File: src/rtl/cpu_pkg.sv
// Shared definitions for the pipeline front end: fetch FSM states and
// instruction-stream constants.
package cpu_pkg;

    typedef enum logic [1:0] {
        REQ  = 2'd0,
        WAIT = 2'd1,
        HOLD = 2'd2
    } fetch_state_e;

    localparam logic [31:0] NOP_INSTR        = 32'h0000_0000;
    localparam int unsigned PC_INCR          = 4;
    localparam logic [31:0] DEFAULT_RESET_PC = 32'h0000_0000;

endpackage

File: src/rtl/if_id_reg.sv
// IF/ID pipeline register: flush beats hold, hold beats load, and anything
// else inserts a bubble.
module if_id_reg
    import cpu_pkg::*;
#(
    parameter int bit_size = 32
) (
    input  logic                clk,
    input  logic                rst,
    input  logic                flush,
    input  logic                write_en,
    input  logic                load,
    input  logic [bit_size-1:0] next_pc,
    input  logic [bit_size-1:0] fetched_instr,
    output logic [bit_size-1:0] pc,
    output logic [bit_size-1:0] instr,
    output logic                valid
);

    // NOTE: sequential state uses <= so every flop samples pre-edge values.
    always_ff @(posedge clk) begin
        if (rst || flush) begin
            pc    <= '0;
            instr <= bit_size'(NOP_INSTR);
            valid <= 1'b0;
        end else if (!write_en) begin
            pc    <= pc;
            instr <= instr;
            valid <= valid;
        end else if (load) begin
            pc    <= next_pc;
            instr <= fetched_instr;
            valid <= 1'b1;
        end else begin
            pc    <= '0;
            instr <= bit_size'(NOP_INSTR);
            valid <= 1'b0;
        end
    end

endmodule

File: src/rtl/if_fetch_stage.sv
// IF stage: PC register, variable-latency instruction fetch FSM with a
// stall buffer, and the IF/ID register feeding decode.
module if_fetch_stage
    import cpu_pkg::*;
#(
    parameter int                    bit_size = 32,
    parameter logic [bit_size-1:0]   RESET_PC = bit_size'(DEFAULT_RESET_PC)
) (
    input  logic                clk,
    input  logic                rst,
    input  logic                PCWrite,
    input  logic                IF_IDWrite,
    input  logic                IF_Flush,
    input  logic                EX_Redirect,
    input  logic [bit_size-1:0] EX_Target,
    output logic                imem_req,
    output logic [bit_size-1:0] imem_addr,
    input  logic                imem_ready,
    input  logic [bit_size-1:0] imem_rdata,
    output logic [bit_size-1:0] IF_PC,
    output logic [bit_size-1:0] ID_PC,
    output logic [bit_size-1:0] ID_Instr,
    output logic                ID_Valid
);

    fetch_state_e        state_q, state_d;
    logic [bit_size-1:0] pc_q, pc_d;
    logic [bit_size-1:0] buf_q, buf_d;
    logic                kill_q, kill_d;
    logic [bit_size-1:0] pc_plus;
    logic [bit_size-1:0] instr;
    logic                avail;
    logic                deliver;

    assign pc_plus   = pc_q + bit_size'(PC_INCR);
    assign avail     = ((state_q == WAIT) && imem_ready && !kill_q) || (state_q == HOLD);
    assign instr     = (state_q == HOLD) ? buf_q : imem_rdata;
    assign deliver   = avail && PCWrite && IF_IDWrite && !IF_Flush && !EX_Redirect;
    assign imem_addr = pc_q;
    assign IF_PC     = pc_q;

    // NOTE: every signal written here gets a default first so no latch is inferred.
    always_comb begin
        state_d  = state_q;
        pc_d     = pc_q;
        buf_d    = buf_q;
        kill_d   = kill_q;
        imem_req = 1'b0;

        unique case (state_q)
            REQ: begin
                imem_req = !EX_Redirect;
                if (!EX_Redirect) state_d = WAIT;
            end
            WAIT: begin
                if (imem_ready) begin
                    // A killed or redirected response is dropped; refetch from the new PC.
                    if (kill_q || EX_Redirect) begin
                        kill_d  = 1'b0;
                        state_d = REQ;
                    end else if (deliver) begin
                        state_d = REQ;
                    end else begin
                        buf_d   = imem_rdata;
                        state_d = HOLD;
                    end
                end else if (EX_Redirect) begin
                    kill_d = 1'b1;
                end
            end
            HOLD: begin
                if (EX_Redirect || deliver) state_d = REQ;
            end
            default: state_d = REQ;
        endcase

        // Redirect wins over a stalled PC.
        if (EX_Redirect)  pc_d = EX_Target;
        else if (deliver) pc_d = pc_plus;

        if (rst) imem_req = 1'b0;
    end

    // NOTE: the hold buffer is a single register, so it is reset with the rest of the state.
    always_ff @(posedge clk) begin
        if (rst) begin
            state_q <= REQ;
            pc_q    <= RESET_PC;
            buf_q   <= '0;
            kill_q  <= 1'b0;
        end else begin
            state_q <= state_d;
            pc_q    <= pc_d;
            buf_q   <= buf_d;
            kill_q  <= kill_d;
        end
    end

    if_id_reg #(
        .bit_size(bit_size)
    ) u_if_id_reg (
        .clk          (clk),
        .rst          (rst),
        .flush        (IF_Flush),
        .write_en     (IF_IDWrite),
        .load         (deliver),
        .next_pc      (pc_plus),
        .fetched_instr(instr),
        .pc           (ID_PC),
        .instr        (ID_Instr),
        .valid        (ID_Valid)
    );

endmodule

File: config.mk
export PLATFORM = sky130hd
export DESIGN_NAME = if_fetch_stage
export DESIGN_NICKNAME = d
export VERILOG_FILES = /design/src/rtl/cpu_pkg.sv /design/src/rtl/if_id_reg.sv /design/src/rtl/if_fetch_stage.sv
export SDC_FILE = /design/constraint.sdc
export NUM_CORES = 1
export LEC_CHECK = 0
export ABC_AREA = 1
export CAP_MARGIN = 20
export CORE_UTILIZATION = 45
export CTS_BUF_LIST = sky130_fd_sc_hd__clkbuf_8
export DETAILED_ROUTE_END_ITERATION = 16
export GPL_ROUTABILITY_DRIVEN = 0
export PLACE_DENSITY = 0.88
export SYNTH_ARGS = -nofsm -noshare
export SYNTH_HDL_FRONTEND = slang
export SYNTH_SLANG_ARGS = --single-unit
File: constraint.sdc
create_clock -name clk -period 3.65 [get_ports clk]
set_input_delay 0.9125 -clock clk [delete_from_list [all_inputs] [get_ports clk]]
set_output_delay 0.9125 -clock clk [all_outputs]
set_load 0.01 [all_outputs]
# Yosys cells after proc, flatten, opt, wreduce, memory -nomap -nowiden
# Index checks and enable logic that the tools add are counted.
classes:
  mux: 17
  n_eq_ne: 6
  bitwise_logic: 2
  n_reduce_logical: 19
  n_addsub: 1
ops:
  columns: ["operator", "count"]
  rows:
  - ["$mux W32", 5]
  - ["$add A32 B3 Y32 const B", 1]
  - ["$mux W2", 5]
  - ["$logic_and A1 B1 Y1", 6]
  - ["$mux W1", 6]
  - ["$pmux W2 S3", 1]
  - ["$reduce_and A3 Y1", 2]
  - ["$logic_or A1 B1 Y1", 4]
  - ["$ne A2 B1 Y1 const B", 2]
  - ["$ne A2 B2 Y1 const B", 2]
  - ["$reduce_and A4 Y1", 1]
  - ["$reduce_bool A2 Y1", 2]
  - ["$logic_not A1 Y1", 3]
  - ["$eq A2 B1 Y1 const B", 1]
  - ["$eq A2 B2 Y1 const B", 1]
  - ["$logic_not A2 Y1", 1]
  - ["$not A1 Y1", 2]
word_totals:
  out_inout_bits: 130
  wordCells: 52
  reg_bits: 132

# Logic depth before layout (Yosys ltp)
logic_depth:
  depth_word: 12
  mapped_depth: 11

# Modules after synthesis
# From an unflattened synthesis, not the netlist that was laid out.
unflattened:
  cells_unflattened: 1028
  area_unflattened_um2: 6955.4
modules_own_cells:
  columns: ["module", "n_inst", "area_per_inst_um2", "cells_each"]
  rows:
  - ["if_fetch_stage", 1, 4379.2, 738]
  - ["if_id_reg", 1, 2576.2, 290]

# Worst setup path after synthesis
# No wires, ideal clock.
synth_path:
  kind: "input to output"
  start: "input port EX_Redirect"
  end: "output port imem_req"
  arrival_ps: 1756
  path_buffers: 2
  required_ps: 2738
  path_slack_ps: 982
  stages: 5
  path_cell_list: "clkbuf_1 inv_1 buf_1 nand2_1 nor2_1"
synth_via:
  elab_chain_cells: 3
synth_rtl:
  columns: ["element", "line_no", "text"]
  rows:
  - ["start, declared", "if_fetch_stage.sv:14", "input logic EX_Redirect,"]
  - ["$logic_not A1 Y1", null, null]
  - ["$mux W1", "if_fetch_stage.sv:50", "unique case (state_q)"]
  - ["$mux W1", "if_fetch_stage.sv:81", "if (rst) imem_req = 1'b0;"]
  - ["end, declared", "if_fetch_stage.sv:16", "output logic imem_req,"]
# No other way between the ends.

# Worst setup path after layout
# Ends and elaborated chain as after synthesis.

==> results.toml <==
[clock_tree]
cts-root-to-sink-buffers = 2
clk_pin_slew_worst_paths_ns = 0.07
cts_tree = "built"
cts_sinks = 132
cts_setup_buffers = 0
cts_buffers = 17
ctsResizeCount = 0
clk-insertion-delay-late_ns = 0.46
cts_max_level = 4
ctsHoldBuffers = 0
cts-root-buf = "clkbuf_8"

[finish]
multi_input_area_um2 = 3109
design_area_um2 = 8763
drive_above_1_share_pct = 5.712
antenna_cells = 0
most-common-layout-cells = "nand2_1 (348), clkdlybuf4s50_1 (199), dfxtp_1 (132), a21oi_1 (119), nor2_1 (97)"
seqCellArea_um2 = 2643
area_delta_synth_final_pct = 35.34
final_common_cell = "nand2_1"
nets = 1198
fillCellCount = 1227

[pwr]
p_total_mw = 3.263
powerDensity_nw_per_um2 = 372.4
p_leak_nw = 3.262
pwr-share-comb_pct = 11.8
intPower_mw = 2.450
pwr-share-seq_pct = 46.4
switchingPower_mw = 0.8129
clkPwrFrac_pct = 41.8
sw_frac_of_total_pct = 24.91
ir_worst_vdd_mv = 0.2400

[place]
hpwl_mm = 13.01
place_area_um2 = 8329
portBuffers = 200

[sta]
clock_skew_ns = 0.01467
setup_viol = 0
slew_viol_final = 0
slew_headroom_pct = 39.09
hold_viol_final = 0
min_period_ns = 3.146
max_slew.worst_pin.slew_ns = 0.9136
rsz0062_at_grt = "no"
fmax_ghz = 0.3178
fin_setup_tns_ns = 0
finalCritPeriodShare_pct = 86.20

[global_routing]
grt_use_total_pct = 26.62
grt_pass1_vias = 6355
grt_first_pass_wirelength_mm = 30.74
grt_max_degree = 65
grt_overflow = 0
antenna_found_initial = 0

[detailed_routing]
route.final.wire_length_mm = 19.26
drtPass1Iterations = 4
routed_via_density = 5.208
drc = 0
drtAntennaViolNets = 0
dr_total_vias = 6864
wl_per_cell_um = 14.62
drt_iter0_drc = 439

[floorplan]
dieArea_um2 = 14870
initial_core_util_pct = 46.47
die_w_um = 122.0
die_y_um = 122.0
io_pins = 201
core_um2 = 13930
num_rows = 43

[worst_setup_path]
reg2reg_slack_ns = 1.24
crit_arrival_ns = 2.23
cp-start-kind = "input pin"
end_kind = "primary output"
crit_path_max_fanout = 2
worstPathRequired_ns = 2.74
crit_type = "in2out"

[hold_path]
hold_path_class = "reg2reg"

[logic_synthesis]
synth_area_per_cell_um2 = 6.614
ys_types = 27
ys_warn_count = 0
yosysSeqAreaShare_pct = 40.81
synth_fp_nets = 1051
ys_ff_latch = 132
netlist_area_um2 = 6475
syn_inst = 979

[run]
maxCapViolations = 0

[outcome]
status = "complete, no violations"
## kinds of logic after synthesis
family	count (synthesis)	synth area share, %
simple gates	550	34.40
compound gates	126	9.971
flops	132	40.81
fa+ha+maj	1	0.1932
mux	13	2.261
buf+inv	149	11.29
xor+xnor	8	1.082
## path summary, 6_finish.rpt
path	depth (start not counted)	from	end
max reg2reg	8	state_q[0]	buf_q[9]
min	2	buf_q[23]	buf_q[23]
max	5	EX_Redirect	imem_req
min reg2reg	2	buf_q[23]	buf_q[23]
## per-stage QoR
stage	utilization [%]	setup slack (ns)	hold slack, ns	instances
finish	62.89	0.5037	0.4612	1318
CTS	62.89	0.4926	0.4647	1318
floorplan	-	0.9819	0.4376	979
global placement	59.77	0.4848	0.4459	1287
detailed placement	59.77	0.5078	0.4543	1287
global route	62.89	0.4272	0.4813	1318
## registers in the layout, indices dropped and copies added, names as in the netlist
name / flops
u_if_id_reg.valid: 1
IF_PC: 32
buf_q: 32
state_q: 2
u_if_id_reg.pc: 32
kill_q: 1
u_if_id_reg.instr: 32
## critical path, stage by stage
cell,delay [ns]
clkdlybuf4s50_1,0.47
inv_1,0.11
nand2_1,0.10
nor2_1,0.10
clkdlybuf4s50_1,0.54
## cells in the mapped netlist (all sizes together)
master,number,area share (%)
o21bai,3,0.35
a221oi,1,0.14
a21oi,120,9.3
inv,65,3.8
o21ai,2,0.15
ha,1,0.19
nor2,100,5.9
dfxtp,132,41
xnor2,2,0.27
mux2,13,2.3
xor2,6,0.81
nand2,350,20
nand3,94,7.5
or2,1,0.097
clkinv,1,0.058
clkbuf,27,1.6
nand4,5,0.48
buf,56,5.9
## layer usage
| layer | GRT usage, % | share of wire [%] |
|---|---|---|
| met1 | 30.89 | 39 |
| met2 | 45.09 | 49 |
| met3 | 7.116 | 8.1 |
| met4 | 12.96 | 3.2 |
| met5 | 0 | 0 |
## power by group through the flow
stage	Sequential [mW]	Clock (mW)	Combinational (mW)
3_5_place_dp	1.55	0	0.383
4_1_cts	1.51	1.37	0.385
2_1_floorplan	1.54	0	0.200
6_report	1.52	1.36	0.384
3_3_place_gp	1.55	0	0.378
5_1_grt	1.52	1.44	0.422
## cell type report
cell class | instances | share of cell area (%)
Multi-Input combinational cell | 698 | 35.48
Sequential cell | 132 | 30.15
Timing Repair Buffer | 211 | 24.01
Clock buffer | 20 | 3.141
Inverter | 66 | 2.827
Tap cell | 180 | 2.570
Clock inverter | 11 | 1.813
(Power assumes the default switching activity.)
